`config.mk`:
```
export PLATFORM = sky130hd
export DESIGN_NAME = prim_arb_8x1
export DESIGN_NICKNAME = d
export VERILOG_FILES = /design/src/rtl/prim_arb_8x1.sv
export SDC_FILE = /design/constraint.sdc
export NUM_CORES = 1
export LEC_CHECK = 0
export CORE_MARGIN = 2
export CORE_UTILIZATION = 35
export CTS_CLUSTER_DIAMETER = 80
export CTS_CLUSTER_SIZE = 10
export DETAILED_ROUTE_END_ITERATION = 12
export PLACE_DENSITY = 0.51
export SLEW_MARGIN = 20
export SYNTH_ARGS = -nofsm -noshare
export SYNTH_HDL_FRONTEND = slang
export SYNTH_SLANG_ARGS = --single-unit
export TNS_END_PERCENT = 10
```
`constraint.sdc`:
```
create_clock -name i_clk -period 4.7 [get_ports i_clk]
set_input_delay 1.175 -clock i_clk [delete_from_list [all_inputs] [get_ports i_clk]]
set_output_delay 1.175 -clock i_clk [all_outputs]
set_load 0.02 [all_outputs]
```
`src/rtl/prim_arb_8x1.sv`:
```
// Round-robin 8:1 arbiter with registered valid/ready grant output.
// Optional grant lock is compiled in with `define PRIM_ARB_LOCK_EN.
//
// state | meaning
// IDLE  | no grant outstanding, o_valid=0
// GRANT | o_sel/o_gnt hold a grant awaiting handshake, o_valid=1
module prim_arb_8x1 #(
  parameter logic [2:0] PTR_RST = 3'd0
) (
  input  logic       i_clk,
  input  logic       i_rst,
  input  logic [7:0] i_req,
  input  logic       i_ready,
`ifdef PRIM_ARB_LOCK_EN
  input  logic       i_lock,
`endif
  output logic [2:0] o_sel,
  output logic [7:0] o_gnt,
  output logic       o_valid
);

  typedef enum logic {IDLE = 1'b0, GRANT = 1'b1} state_t;

  state_t     state_q, state_d;
  logic [2:0] ptr_q, ptr_d;
  logic [2:0] sel_q, sel_d;
  logic [7:0] gnt_q, gnt_d;

  logic       hs;
  logic       lock_hold;
  logic [2:0] base;
  logic [2:0] idx;
  logic [2:0] win;
  logic       found;

  always_ff @(posedge i_clk) begin
    if (i_rst) begin
      state_q <= IDLE;
      ptr_q   <= PTR_RST;
      sel_q   <= 3'd0;
      gnt_q   <= 8'h00;
    end else begin
      state_q <= state_d;
      ptr_q   <= ptr_d;
      sel_q   <= sel_d;
      gnt_q   <= gnt_d;
    end
  end

  // After a handshake the search already starts past the index just served,
  // so back-to-back grants need no extra cycle.
  always_comb begin
    hs        = (state_q == GRANT) && i_ready;
    lock_hold = 1'b0;
`ifdef PRIM_ARB_LOCK_EN
    lock_hold = hs && i_lock && i_req[sel_q];
`endif
    base  = hs ? sel_q + 3'd1 : ptr_q;
    found = 1'b0;
    win   = 3'd0;
    idx   = 3'd0;
    for (int i = 0; i < 8; i++) begin
      idx = base + 3'(i);
      if (!found && i_req[idx]) begin
        found = 1'b1;
        win   = idx;
      end
    end
  end

  always_comb begin
    state_d = state_q;
    ptr_d   = ptr_q;
    sel_d   = sel_q;
    gnt_d   = gnt_q;
    case (state_q)
      IDLE: begin
        if (found) begin
          sel_d   = win;
          gnt_d   = 8'b1 << win;
          state_d = GRANT;
        end else begin
          gnt_d = 8'h00;
        end
      end
      GRANT: begin
        if (lock_hold) begin
          state_d = GRANT;
        end else if (hs) begin
          ptr_d = base;
          if (found) begin
            sel_d = win;
            gnt_d = 8'b1 << win;
          end else begin
            gnt_d   = 8'h00;
            state_d = IDLE;
          end
        end
      end
      default: state_d = IDLE;
    endcase
  end

  assign o_sel   = sel_q;
  assign o_gnt   = gnt_q;
  assign o_valid = (state_q == GRANT);

endmodule

```
Word level (Yosys, flattened, before mapping). Index checks and enable logic that the tools add are counted.

Equality and inequality tests: 1. Add/subtract/negate cells: 8. $lt $le $gt $ge: 8. Muxes and demuxes: 42. Bitwise operators: 1. Multipliers: 0. Shifts and indexed selects: 1. Reduce and logical (&&, ||, !) cells: 16. Div/mod/pow operators: 0.

Operators with widths (count): $mux W3 (11); $lt A3 B4 Y1 const B (8); $bmux W1 S3 (8); $mux W1 (18); $mux W8 (2); $pmux W8 S2 (1); $add A3 B3 Y3 const B (4); $logic_and A1 B1 Y1 (8); $shl A1 B3 Y8 const A (1); $logic_not A1 Y1 (7); $add A3 B1 Y3 const B (2); $add A3 B2 Y3 const B (2); $pmux W3 S2 (1); $ne A2 B1 Y1 const B (1); $pmux W1 S2 (1); $reduce_and A2 Y1 (1); $not A1 Y1 (1).

Memory bits (read-only): 0. Bits in writable memories: 0. Latch bits: 0. Input bits: 11. Logic and storage cells: 81. Register bits after elaboration: 15. Memories: 0. Output and inout bits: 12.

Depth between registers and ports, before layout.
Word-level depth: 30. Gate-level depth with buffers: 13. Mapped depth without buffers: 11.

Worst setup path after synthesis. No wires, ideal clock.

Path type: in2reg. From: input port i_ready. To: register gnt_q[2] (netlist: o_gnt[2]). Required time: 4613 ps. Path slack: 492 ps. Setup time: 87 ps. Arrival time: 4121 ps. Buffers on the path: 2. Cell stages on the path: 13. Path through: buf_6 nand2_2 mux2i_2 inv_1 buf_2 ha_1 xnor2_2 mux2i_2 nor2_1 a2111oi_2 a32oi_2 a2111o_1 o31ai_1.

Cells in the longest elaborated chain, start to end: 30. Elaborated cells between the ends (all ways): 60. Classes of those cells: add/sub (7); eq/ne (1); shift (1); mux (36); reduce/logical (15).

Ends and longest elaborated chain: from (decl) (RTL line 13) `input logic i_ready,`; $logic_and A1 B1 Y1 (*) (RTL line 53) `hs = (state_q == GRANT) && i_ready;`; $mux W3 (*) (RTL line 58) `base = hs ? sel_q + 3'd1 : ptr_q;`; net base[1] (RTL line 31) `logic [2:0] base;`; branches (longest 25 deep; another with $add A3 B1 Y3); $mux W8 (*) (RTL line 78, 91); $mux W8 (RTL line 89) `end else if (hs) begin`; $pmux W8 S2 (*) (RTL line 76) `case (state_q)`; to (signal assigned) (RTL line 46) `gnt_q <= gnt_d;`; to (decl) (RTL line 27) `logic [7:0] gnt_q, gnt_d;`.

Mark *: on every way through the listed nets, which the timed path passes. The select of a mux whose other input is x is not followed. A chain may end at the register's enable or synchronous reset.

Worst setup path in the final report.
From: input port i_ready. To: register gnt_q[1] (netlist: o_gnt[1]).

Cells in the longest elaborated chain, start to end: 30. Elaborated cells between the ends (all ways): 60. Classes of those cells: add/sub (7); eq/ne (1); shift (1); mux (36); reduce/logical (15).

Ends and longest elaborated chain (RTL line): $logic_and A1 B1 Y1 (*) (53); branches (longest 29 deep; another with $add A3 B1 Y3).

Every way passes the cells marked *. The select of a mux whose other input is x is not followed.

==> impl_metrics.json <==
{
  "power.switching_w": 0.000565,
  "min-delay-start": "o_gnt[4]",
  "hp-class": "flop to flop",
  "nets": 244,
  "cts_resized": 0,
  "dp_hpwl_microns": 3940,
  "power.total_w": 0.00115,
  "ctsLongestPathBuffers": 2,
  "stdcell_count": 281,
  "routed_via_density": 6.12,
  "wl_per_cell_microns": 17.0,
  "place.gp.congestion": 0.891,
  "intPower_w": 0.000590,
  "p_leak_nw": 0.747,
  "sequentialPowerShare_pct": 16.8,
  "die-area_sq_um": 5150,
  "dr.pass1.iters": 5,
  "cts_max_level": 1,
  "drc": 0,
  "die_h_microns": 71.8,
  "cts_root_buf": "clkbuf_8",
  "period_share_pct": 93.7,
  "rsz0062_at_grt": "false",
  "dp.cells": 277,
  "syn_area_sq_um": 1610,
  "globalRoute.totalOverflow": 0,
  "area.growth.synth_to_final_pct": 23.1,
  "yosysWarnings": 0,
  "cp-start-kind": "primary input",
  "final_layout_size_suffix_gt1_share_pct": 17.0,
  "p_clk_share_pct": 9.1,
  "synth_cell_type_count": 66,
  "postSynthCellCount": 198,
  "crit_arrival_ns": 4.56,
  "skew_ns": 0.00531,
  "ant_nets": 0,
  "grt_start_max_net_pins": 16,
  "rows": 24,
  "min_path_cells": 2,
  "cp_data_required_time_ns": 4.86,
  "cts_tree": "yes",
  "worstSkewPairLatency_ns": 0.25,
  "yosysSeqAreaShare_pct": 18.7,
  "port_buffers": 22,
  "wl_microns": 4790,
  "ir_drop_mv": 0.318,
  "synthArstFlopShare_pct": 0,
  "slew_viol_final": 0,
  "critical_path_class": "primary input to flop",
  "r2r-start": "o_valid",
  "syn_nets": 212,
  "ys_ff_latch": 15,
  "n_antenna_cell": 0,
  "syn_area_per_cell_sq_um": 8.11,
  "synth_top_area_share_pct": 18.7,
  "reg2reg_to": "o_gnt[1]",
  "cts.sinks": 15,
  "grt_pass1_vias": 1612,
  "finalSetupViolCount": 0,
  "cts_hold_buf": 0,
  "worst-r2r-cell-count": 12,
  "fp.coreArea_sq_um": 4380,
  "worst_slew_margin_rel_pct": 64.6,
  "worstMarginPinSlew_ns": 0.526,
  "sw_frac_of_total_pct": 48.9,
  "drv_cap": 0,
  "max_freq_ghz": 0.227,
  "hold_viol_final": 0,
  "die_x_microns": 71.8,
  "start_util_pct": 36.6,
  "cts.clk_slew.worst_paths_ns": 0.06,
  "synth_area_leader_cell": "dfxtp_1",
  "holdPathEnd": "o_gnt[4]",
  "io_pins": 23,
  "first_iter_violations": 106,
  "ys.flop_type": "dfxtp_1",
  "pwr-share-comb_pct": 74.1,
  "cts_buffers": 3,
  "fin_crit_ns": 4.40,
  "power_density_nw_per_um2": 584,
  "ys_top_cells_by_area": "dfxtp_1 19%, mux2i_1 6.9%, o21ai_0 4.0%, nand2_1 4.0%, nor2_1 4.0%",
  "synth_edf_count": 0,
  "outcome": "finished, final reports clean",
  "tns_ns": 0,
  "post_cts_buffers": 0,
  "via_count": 1720,
  "antenna_found_initial": 0,
  "cp_max_fo": 6,
  "grt_usage_pct": 18.9,
  "grt_pass1_wl_microns": 7770,
  "ff2ff_setup_slack_ns": 1.16,
  "crit_path_end_kind": "flop"
}
==> synth_stat cells, types with 2 or more instances <==
| master | number |
|---|---|
| nand3_1 | 6 |
| ha_1 | 3 |
| o21ai_0 | 13 |
| inv_1 | 3 |
| a21o_1 | 4 |
| nor4_1 | 4 |
| buf_6 | 3 |
| buf_2 | 2 |
| mux2i_2 | 2 |
| nand2_1 | 17 |
| nand3b_1 | 2 |
| nand2b_1 | 3 |
| a21boi_0 | 2 |
| xor2_1 | 2 |
| nor3_1 | 3 |
| a2111oi_0 | 4 |
| a211oi_1 | 6 |
| mux2i_1 | 11 |
| mux2_2 | 4 |
| and2_1 | 4 |
| a31oi_1 | 2 |
| o21a_1 | 2 |
| xnor2_1 | 3 |
| a21oi_1 | 9 |
| o211ai_1 | 4 |
| and3_1 | 3 |
| dfxtp_1 | 15 |
| nor2_1 | 17 |
| o31ai_1 | 8 |
==> cell usage in the layout, fill, tap and decap left out, types with 2 or more instances in the layout <==
cell type        Yosys  final
o211ai_1             4      4
a31oi_1              2      2
a21o_1               4      4
buf_4                0     12
mux2i_2              2      2
dfxtp_1             15     15
xor2_1               2      2
mux2_2               4      4
clkbuf_8             0      3
a2111oi_0            4      4
nor3_1               3      3
o21ai_0             13     13
nand2_1             17     17
nor4_1               4      4
and2_1               4      4
nand2b_1             3      3
clkdlybuf4s50_1      0     22
nand3b_1             2      2
nor2_1              17     17
ha_1                 3      3
a21boi_0             2      2
a21oi_1              9      9
o31ai_1              8      8
o21a_1               2      2
xnor2_1              3      3
and3_1               3      3
mux2i_1             11     11
a211oi_1             6      6
nand3_1              6      6
inv_1                3      3
==> cells by family (layout without fill, tap and decap cells) <==
| kind of cell | count (synthesis) | count (layout) | share of synthesized area [%] |
|---|---|---|---|
| AOI/OAI and AO/OA | 74 | 74 | 34.5 |
| adders and majority gates | 3 | 3 | 2.34 |
| buffers and inverters | 11 | 42 | 4.28 |
| muxes | 18 | 18 | 12.3 |
| DFF | 15 | 15 | 18.7 |
| xor gates and xnor gates | 6 | 6 | 3.74 |
| and+or+nand+nor | 71 | 71 | 24.1 |
==> flip-flops by register name (all words and copies together) (netlist names) <==
signal,flops
o_valid,1
o_gnt,8
ptr_q,3
o_sel,3
==> per-layer routing <==
metal  share of wire, %  global-route usage, %  vias to the layer above
li1                   -                      -                      836
met1                 43                   23.0                      818
met2                 50                   33.8                       56
met3                4.8                   3.66                       10
met4                2.0                   5.45                        0
met5                  0                      0                        -
==> worst max-delay path, stage by stage <==
cell,delay [ns]
clkdlybuf4s50_1,0.55
nand2_2,0.11
mux2i_2,0.17
buf_4,0.16
ha_1,0.38
nand2_1,0.07
o21ai_0,0.33
mux2_4,0.27
nor2_1,0.09
a2111oi_2,0.36
a32oi_2,0.18
a2111o_1,0.47
o31ai_1,0.23
==> stage by stage <==
step	setup WS (ns)	util (%)	hold WS [ns]	cell area [sq um]
detailed placement	0.0641	44.0	0.452	1930
CTS	0.314	45.1	0.461	1980
finish	0.298	45.1	0.454	1980
floorplan	0.492	-	0.534	1610
global placement	0.0927	44.0	0.442	1930
global route	0.0171	45.1	0.486	1980
==> power by group through the flow <==
stage	clock (W)	sequential [W]	combinational, W
final	0.000105	0.000195	0.000856
after CTS	0.000107	0.000195	0.000851
after global routing	0.000116	0.000200	0.000926
after floorplan	0	0.000233	0.000545
after detailed placement	0	0.000198	0.000847
after global placement	0	0.000196	0.000848
==> worst max path at each step <==
stage	slack (ns)	startpoint	endpoint	depth (start not counted)
after floorplan	0.49	i_ready	o_gnt[2]	13
after global placement	0.09	i_ready	o_gnt[6]	13
after detailed placement	0.06	i_ready	o_gnt[2]	12
after CTS	0.31	i_ready	o_gnt[2]	12
after global routing	0.02	i_ready	o_gnt[1]	12
final	0.30	i_ready	o_gnt[1]	13
==> cell type report <==
class,count,area [sq um]
inverters,4,17.5
well taps,52,65.1
repair buffers,34,310
fillers,436,2410
multi-input cells,172,1240
clock inverters,1,5.00
clock buffers,3,41.3
flip-flops and latches,15,300
(Power assumes the default switching activity.)
